<file path="config.mk">
export PLATFORM = sky130hd
export DESIGN_NAME = id_scoreboard
export DESIGN_NICKNAME = d
export VERILOG_FILES = /design/src/rtl/id_scoreboard.sv
export SDC_FILE = /design/constraint.sdc
export NUM_CORES = 1
export LEC_CHECK = 0
export ABC_AREA = 0
export BUFFER_PORTS_ARGS = -buffer_cell sky130_fd_sc_hd__buf_2
export CAP_MARGIN = 20
export CORE_MARGIN = 4
export CORE_UTILIZATION = 67
export CTS_CLUSTER_DIAMETER = 120
export DETAILED_ROUTE_END_ITERATION = 10
export PLACE_DENSITY = 0.94
export SETUP_SLACK_MARGIN = 0.5
export SYNTH_ARGS = -nofsm -noshare
export SYNTH_HDL_FRONTEND = slang
export SYNTH_SLANG_ARGS = --single-unit
</file>
<file path="constraint.sdc">
create_clock -name clk -period 10.1 [get_ports clk]
set_clock_uncertainty 0.15 [all_clocks]
set_input_delay 1.01 -clock clk [delete_from_list [all_inputs] [get_ports clk]]
set_output_delay 1.01 -clock clk [all_outputs]
set_load 0.03 [all_outputs]
</file>
<file path="src/rtl/id_scoreboard.sv">
// Decode-stage pending-write scoreboard: per-register countdowns drive ID stall and bypass selects.
// Optional operand bypassing is enabled by defining SCBD_FWD_EN.
module id_scoreboard #(
  parameter int NUM_REGS = 32,
  parameter int IDX_W    = 5,
  parameter int ALU_LAT  = 3,
  parameter int LOAD_LAT = 4,
  parameter int CNT_W    = 3
) (
  input  logic                clk,
  input  logic                rst,
  input  logic                id_valid_inst,
  input  logic [IDX_W-1:0]    id_rs1_idx,
  input  logic                id_rs1_used,
  input  logic [IDX_W-1:0]    id_rs2_idx,
  input  logic                id_rs2_used,
  input  logic [IDX_W-1:0]    id_rd_idx,
  input  logic                id_reg_wr,
  input  logic                id_rd_mem,
  input  logic                flush,
  input  logic                pipe_freeze,
  output logic                id_hazard_flag,
  output logic [NUM_REGS-1:0] busy_vec,
  output logic [31:0]         stall_cnt,
  output logic [1:0]          fwd_rs1_sel,
  output logic [1:0]          fwd_rs2_sel
);

  localparam logic [CNT_W-1:0] LAT_ALU = CNT_W'(ALU_LAT);
  localparam logic [CNT_W-1:0] LAT_LD  = CNT_W'(LOAD_LAT);

  logic [NUM_REGS-1:0][CNT_W-1:0] w_cnt;
  logic [NUM_REGS-1:0]            w_ld;
  logic [CNT_W-1:0]               w_lat;
  logic [CNT_W-1:0]               w_cnt1;
  logic [CNT_W-1:0]               w_cnt2;
  logic                           w_blk1;
  logic                           w_blk2;
  logic                           w_hz1;
  logic                           w_hz2;
  logic                           w_hazard;
  logic                           w_issue;
  logic [31:0]                    r_stall;

  assign w_cnt[0]    = '0;
  assign w_ld[0]     = 1'b0;
  assign busy_vec[0] = 1'b0;
  assign w_lat       = id_rd_mem ? LAT_LD : LAT_ALU;

  for (genvar r = 1; r < NUM_REGS; r++) begin : g_reg
    logic [CNT_W-1:0] r_cnt;
    logic             r_ld;
    logic [CNT_W-1:0] w_dec;
    logic             w_hit;

    assign w_dec = (r_cnt == '0) ? '0 : r_cnt - 1'b1;
    assign w_hit = w_issue && (id_rd_idx == IDX_W'(r));

    always_ff @(posedge clk or posedge rst) begin
      if (rst) begin
        r_cnt <= '0;
        r_ld  <= 1'b0;
      end else if (!pipe_freeze) begin
        if (w_hit) begin
          // WAW: never shorten an older, longer countdown
          r_cnt <= (w_dec > w_lat) ? w_dec : w_lat;
          r_ld  <= id_rd_mem;
        end else begin
          r_cnt <= w_dec;
          if (w_dec == '0) r_ld <= 1'b0;
        end
      end
    end

    assign w_cnt[r]    = r_cnt;
    assign w_ld[r]     = r_ld;
    assign busy_vec[r] = (r_cnt != '0);
  end

  assign w_cnt1 = w_cnt[id_rs1_idx];
  assign w_cnt2 = w_cnt[id_rs2_idx];

`ifdef SCBD_FWD_EN
  logic w_ld1;
  logic w_ld2;

  function automatic logic [1:0] f_sel(
    input logic             used,
    input logic [IDX_W-1:0] idx,
    input logic [CNT_W-1:0] cnt,
    input logic             blk
  );
    logic       pend;
    logic [1:0] sel;
    pend = used && (idx != '0) && (cnt != '0) && !blk;
    sel  = 2'd0;
    unique case (1'b1)
      !pend:                         sel = 2'd0;
      pend && (cnt == LAT_ALU):      sel = 2'd1;
      pend && (cnt == LAT_ALU - 1):  sel = 2'd2;
      default:                       sel = 2'd3;
    endcase
    return sel;
  endfunction

  assign w_ld1       = w_ld[id_rs1_idx];
  assign w_ld2       = w_ld[id_rs2_idx];
  assign w_blk1      = w_ld1 && (w_cnt1 >= LAT_ALU);
  assign w_blk2      = w_ld2 && (w_cnt2 >= LAT_ALU);
  assign fwd_rs1_sel = f_sel(id_rs1_used, id_rs1_idx, w_cnt1, w_blk1);
  assign fwd_rs2_sel = f_sel(id_rs2_used, id_rs2_idx, w_cnt2, w_blk2);
`else
  logic w_unused_ld;

  assign w_unused_ld = ^w_ld;
  assign w_blk1      = (w_cnt1 != '0);
  assign w_blk2      = (w_cnt2 != '0);
  assign fwd_rs1_sel = 2'd0;
  assign fwd_rs2_sel = 2'd0;
`endif

  assign w_hz1    = id_rs1_used && (id_rs1_idx != '0) && w_blk1;
  assign w_hz2    = id_rs2_used && (id_rs2_idx != '0) && w_blk2;
  assign w_hazard = id_valid_inst && !flush && (w_hz1 || w_hz2);
  assign w_issue  = id_valid_inst && !flush && !pipe_freeze && !w_hazard
                    && id_reg_wr && (id_rd_idx != '0);

  always_ff @(posedge clk or posedge rst) begin
    if (rst) begin
      r_stall <= '0;
    end else if (w_hazard && !pipe_freeze && (r_stall != 32'hFFFF_FFFF)) begin
      r_stall <= r_stall + 32'd1;
    end
  end

  assign id_hazard_flag = w_hazard;
  assign stall_cnt      = r_stall;

endmodule

</file>
==> impl_metrics.ini, run 1 <==
[grt]
gr-total-overflow = 0
grt_pass1_wl_um = 53230
antenna_found_initial = 0
grt_pass1_vias = 10670
grt.total_usage_pct = 35.16
grt_max_degree = 73

[clocking]
holdBufCountCts = 0
ctsResizeCount = 0
cts_sinks = 125
post_cts_buffers = 0
clockBufferDepth = 2
clock_latency_ns = 0.45
clkTransAtPathRegs_ns = 0.07
htreeDepth = 4
cts_tree = done
root_buffer = clkbuf_16
numCtsBuffers = 17

[power]
p_comb_share_pct = 33.8
seqPwrFrac_pct = 33.3
swShare_pct = 41.38
p_sw_mw = 0.7998
power.density_mw_per_mm2 = 156.1
clkPwrFrac_pct = 32.9
leakagePower_nw = 6.115
p_int_mw = 1.133
peakVddDrop_v = 0.0001313

[timing]
fmax_mhz = 218.7
slew_viol_final = 0
post-route-min-period_ns = 4.572
final.period_utilization_pct = 45.27
hold_viol_final = 0
slew_headroom_pct = 38.93
finalSetupViolations = 0
fin_setup_tns_ns = 0
rsz0062_at_grt = no
max_slew.worst_pin.slew_ns = 0.9091

[synth]
synth_cells = 1402
ys_seq_area_share_pct = 27.65
synth_edf_count = 0
synthFlopType = dfrtp_1
synth_area_mm2 = 0.01131
synth_cell_types = 78
synth_seq_cells = 125
async_flop_share_pct = 100.0
avgSynthCellArea_um2 = 8.070
yosysWarnings = 0

[floorplanning]
initial_core_util_pct = 68.23
ios = 93
die_area_mm2 = 0.01903
row_count = 47
die_h_um = 138.0
core_area_mm2 = 0.01658
fp.dieW_um = 138.0

[setup_path]
critPathBufInv = 3
crit_path_end_kind = output pin
cp_slowest_cell = a2111oi_1
cp_data_arrival_time_ns = 3.41
path_delay_family = compound AO/OA/AOI/OAI gates
crit_chain = buf_2 > clkinv_1 > mux2i_1 > o2bb2ai_1 > a2111oi_1 > and3_4 > nor2_2 > nor2_1 > buf_2
crit_top_cell = buf_2
path_class = in -> out
crit_fanout = 12
r2r_slack_ns = 5.95
cp-start-kind = input pin
slowest_delay_ns = 0.69
critPathRequiredTime_ns = 8.94

[finish]
final_cell_mix = nand2_1, ha_1, dfrtp_1
multi_input_area_mm2 = 0.007533
final_cells = 1682
seq_area_mm2 = 0.003128
final_common_cell = nand2_1
drive_above_1_share_pct = 12.65
n_antenna_cell = 0
area_growth_pct = 9.411
final_nets = 1598
n_fill_cell = 1182
final_util_pct = 74.65

[routing]
vias_per_cell = 6.826
drtIter0Drc = 1500
routed_wirelength_um = 32850
firstDrtPassIters = 7
num_vias = 11480
ant_nets = 0
routedWlPerCell_um = 19.53
drcViolationCount = 0

[run_status]
status = finished clean

[worst_hold_path]
hold_path_class = reg -> reg

[place]
dpl.cell_count = 1649
port_buffers = 87
place.gp.congestion = 0.9620
dpl.hpwl_um = 22020

[flow_run]
cap_violations = 0
-- per-layer routing --
| metal | global-route usage (%) | share of wire (%) |
|---|---|---|
| met5 | 0 | 0 |
| met4 | 17.62 | 5.3 |
| met3 | 11.03 | 12 |
| met2 | 55.04 | 46 |
| met1 | 43.92 | 37 |
-- sequential cells by signal, summed over array words and instances (netlist names) --
name       count
g.r_cnt       93
stall_cnt     32
-- power by group through the flow --
stage	Clock [mW]	Combinational (mW)	Sequential, mW
floorplan	0	0.492	0.613
global route	0.665	0.711	0.655
CTS	0.633	0.640	0.639
detailed placement	0	0.629	0.646
global placement	0	0.607	0.642
finish	0.635	0.653	0.644
-- through the flow --
step                hold slack, ns  power [mW]  cell area (um2)  setup slack [ns]
floorplan                   0.3718       1.105            11330             4.812
global placement            0.3239       1.249            11780             5.442
detailed placement          0.3264       1.275            11780             5.339
CTS                         0.3385       1.913            12370             5.596
global route                0.3536       2.032            12380             5.350
finish                      0.3395       1.933            12380             5.528
-- area by class of cell --
| cell class | instances | share of cell area (%) |
|---|---|---|
| timing repair buffer | 98 | 4.205 |
| sequential | 125 | 25.27 |
| multi-input combinational | 1120 | 60.85 |
| tap | 220 | 2.224 |
| clock inverter | 15 | 1.334 |
| inverter | 87 | 2.678 |
| clock buffer | 17 | 3.436 |
-- cells by family (layout without fill, tap and decap cells) --
family / Yosys count / count (layout) / synth area share, %
AO/OA/AOI/OAI: 330 / 330 / 19.37
XOR/XNOR: 31 / 31 / 2.400
adder cells (fa/ha/maj): 125 / 125 / 13.82
buffers and inverters: 161 / 217 / 5.983
flip-flops: 125 / 125 / 27.65
multiplexers: 33 / 33 / 4.180
other: 1 / 5 / 0.03314
AND/OR/NAND/NOR: 596 / 596 / 26.56
-- path summary, 6_finish.rpt --
path | to | cells past startpoint | startpoint
hold reg to reg | stall_cnt[16]$_DFFE_PP0P_ | 1 | stall_cnt[16]$_DFFE_PP0P_
min in group asynchronous | stall_cnt[2]$_DFFE_PP0P_ | 2 | rst
hold / removal | stall_cnt[16]$_DFFE_PP0P_ | 1 | stall_cnt[16]$_DFFE_PP0P_
max in group asynchronous | g_reg[30].r_cnt[1]$_DFFE_PP0N_ | 3 | rst
setup reg to reg | g_reg[3].r_cnt[1]$_DFFE_PP0N_ | 10 | g_reg[23].r_cnt[0]$_DFFE_PP0N_
setup / recovery | id_hazard_flag | 9 | id_rs2_idx[0]
-- cell usage after synthesis, types with 13 or more instances --
library cell | number | area [um2]
a32oi_1 | 13 | 113.9
inv_1 | 85 | 319.1
clkbuf_1 | 41 | 153.9
o31ai_1 | 26 | 195.2
nand3_1 | 59 | 295.3
o22ai_1 | 25 | 156.4
or2_2 | 16 | 100.1
mux2i_1 | 18 | 180.2
o211ai_1 | 24 | 180.2
a21oi_1 | 60 | 300.3
nor2_1 | 107 | 401.6
dfrtp_1 | 125 | 3128
buf_2 | 22 | 110.1
nand4_1 | 25 | 156.4
xor2_1 | 20 | 175.2
ha_1 | 125 | 1564
and3_1 | 23 | 143.9
nand2b_1 | 51 | 319.1
or3_1 | 23 | 143.9
o21ai_0 | 85 | 425.4
nor3_1 | 53 | 265.3
nand2_1 | 185 | 694.4
-- worst reg2reg max path: stages, from the launching register on --
cell,delay (ns)
dfrtp_1,0.47
nor3_1,0.73
a21oi_1,0.15
a2111oi_0,0.53
o41ai_1,0.22
nand2_1,0.17
buf_4,0.42
nand3_1,0.27
buf_4,0.34
or4_1,0.55
nand3_1,0.10
No activity file was read; power rests on OpenSTA's default activity.
==> run 2: changes to the inputs <==
--- a/config.mk
+++ b/config.mk
@@ -9,10 +9,10 @@
 export BUFFER_PORTS_ARGS = -buffer_cell sky130_fd_sc_hd__buf_2
 export CAP_MARGIN = 20
 export CORE_MARGIN = 4
-export CORE_UTILIZATION = 67
+export CORE_UTILIZATION = 56
 export CTS_CLUSTER_DIAMETER = 120
 export DETAILED_ROUTE_END_ITERATION = 10
-export PLACE_DENSITY = 0.94
+export PLACE_DENSITY = 0.84
 export SETUP_SLACK_MARGIN = 0.5
 export SYNTH_ARGS = -nofsm -noshare
 export SYNTH_HDL_FRONTEND = slang
==> constraint.sdc (replaced) <==
create_clock -name clk -period 3.7 [get_ports clk]
set_clock_uncertainty 0.15 [all_clocks]
set_input_delay 0.37 -clock clk [delete_from_list [all_inputs] [get_ports clk]]
set_output_delay 0.37 -clock clk [all_outputs]
set_load 0.03 [all_outputs]
==> impl_metrics.ini, run 2 (same netlist as run 1, synthesis figures left out) <==
[finish]
top_register = g.r_cnt
n_antenna_cell = 0
area_growth_pct = 16.54
final_nets = 1650
n_fill_cell = 1546
final_common_cell = nand2_1
drive_above_1_share_pct = 18.69
final_util_pct = 67.09
final_cell_mix = nand2_1, ha_1, dfrtp_1
largest_reg_flops = 93

[setup_path]
crit_top_cell = buf_6
r2r_slack_ns = 0.39
rr_worst_depth = 11
reg2reg_to = g_reg[15].r_cnt[0]$_DFFE_PP0N_
critPathRequiredTime_ns = 3.87
path_delay_family = simple AND/OR/NAND/NOR gates
reg2reg_from = g_reg[9].r_cnt[1]$_DFFE_PP0N_
crit_fanout = 10
cp_slowest_cell = mux4_2
crit_cells = 11
startpoint = g_reg[9].r_cnt[1]$_DFFE_PP0N_
cp-start-kind = flop
crit_path_end_kind = flop
crit_path_end = g_reg[15].r_cnt[0]$_DFFE_PP0N_
cp_data_arrival_time_ns = 3.48
critPathBufInv = 3
crit_chain = or3_4 > mux4_2 > o211ai_1 > a2111oi_4 > and3_4 > buf_6 > nor3_4 > buf_6 > buf_4 > nand4_1 > a22o_1
path_class = reg -> reg
slowest_delay_ns = 0.50

[timing]
hold_viol_final = 0
final.period_utilization_pct = 89.55
fmax_mhz = 301.8
finalSetupViolations = 0
slew_headroom_pct = 27.43
slew_viol_final = 0
rsz0062_at_grt = yes
final.hold.worst_slack_ns = 0.3181
max_slew.worst_pin.slew_ns = 1.079
fin_setup_tns_ns = 0
post-route-min-period_ns = 3.313

[routing]
drcViolationCount = 0
routed_wirelength_um = 34210
routedWlPerCell_um = 19.23
num_vias = 11660
vias_per_cell = 6.553
firstDrtPassIters = 6
drtIter0Drc = 1342
ant_nets = 0

[floorplanning]
fp.dieW_um = 150.1
initial_core_util_pct = 57.57
die_area_mm2 = 0.02254
die_h_um = 150.1
core_area_mm2 = 0.01965
ios = 93
row_count = 51

[grt]
antenna_found_initial = 3
gr-total-overflow = 0
grt_max_degree = 94
grt.total_usage_pct = 29.62
grt_pass1_wl_um = 53740
grt_pass1_vias = 10650

[power]
seqPwrFrac_pct = 32.0
p_sw_mw = 2.223
p_int_mw = 3.185
swShare_pct = 41.11
leakagePower_nw = 6.374
clkPwrFrac_pct = 30.4
peakVddDrop_v = 0.0003225
power.density_mw_per_mm2 = 410.1
p_comb_share_pct = 37.6

[clocking]
cts_tree = done
clock_latency_ns = 0.44
clockBufferDepth = 2
clkTransAtPathRegs_ns = 0.06
root_buffer = clkbuf_16
cts_sinks = 125
numCtsBuffers = 17
htreeDepth = 4

[run_status]
status = finished clean

[place]
dpl.hpwl_um = 22660
port_buffers = 87
place.gp.congestion = 0.9814

[worst_hold_path]
hold_path_class = in -> reg
whs_path_depth = 4

[flow_run]
cap_violations = 0
==> run 2: layout make-up <==
type	count	area (um2)	share of cell area, %
clock buffer	17	425.4	3.226
clock inverter	15	137.6	1.044
inverter	87	332.8	2.524
multi-input combinational	1120	7782	59.02
sequential	125	3151	23.89
tap	265	331.6	2.514
timing repair buffer	150	1026	7.781
==> run 2: per-layer routing <==
layer,vias up,wire [um],track usage (%)
met5,-,39,0
met4,6,1335,13.40
met3,145,4078,8.128
met2,703,15520,46.32
met1,5496,13230,38.41
li1,5307,-,-
==> run 2: worst min-delay path by stage <==
| stage | startpoint | endpoint | slack, ns |
|---|---|---|---|
| 6_report | id_rd_idx[4] | g_reg[20].r_cnt[2]$_DFFE_PP0N_ | 0.32 |
| 5_1_grt | id_rd_idx[0] | g_reg[3].r_cnt[2]$_DFFE_PP0N_ | 0.32 |
| 4_1_cts | id_rd_idx[4] | g_reg[20].r_cnt[2]$_DFFE_PP0N_ | 0.26 |
| 3_5_place_dp | stall_cnt[26]$_DFFE_PP0P_ | stall_cnt[26]$_DFFE_PP0P_ | 0.32 |
| 3_3_place_gp | stall_cnt[26]$_DFFE_PP0P_ | stall_cnt[26]$_DFFE_PP0P_ | 0.33 |
| 2_1_floorplan | g_reg[5].r_cnt[2]$_DFFE_PP0N_ | g_reg[5].r_cnt[2]$_DFFE_PP0N_ | 0.37 |
==> run 2: power groups by stage <==
stage               registers, mW  logic, mW  clock network, mW
finish                       1.73       2.03               1.64
global route                 1.76       2.20               1.72
CTS                          1.71       1.93               1.65
detailed placement           1.77       1.76                  0
global placement             1.76       1.71                  0
floorplan                    1.67       1.34                  0
==> run 2: what timing repair did <==
action,in CTS,in global routing
gates resized for setup,29,42
hold buffers,1,0
setup endpoints to repair,23,76
hold endpoints to repair,96,0
setup buffers,15,15
pin swaps,5,15
gates cloned,0,1
==> run 2: worst min-delay path, cell delays in order <==
cell	delay [ns]
buf_2	0.14
nand3_1	0.12
nor3_4	0.07
o21bai_1	0.16
==> run 2: through the flow <==
stage / power [mW] / setup slack [ns] / instance area, um2 / std cells
2_1_floorplan: 3.017 / 0.6114 / 11340 / 1406
3_3_place_gp: 3.463 / 0.4456 / 12070 / 1715
3_5_place_dp: 3.529 / 0.2991 / 12070 / 1715
4_1_cts: 5.297 / 0.5002 / 12890 / 1763
5_1_grt: 5.678 / 0.3195 / 13190 / 1779
6_report: 5.408 / 0.3868 / 13190 / 1779
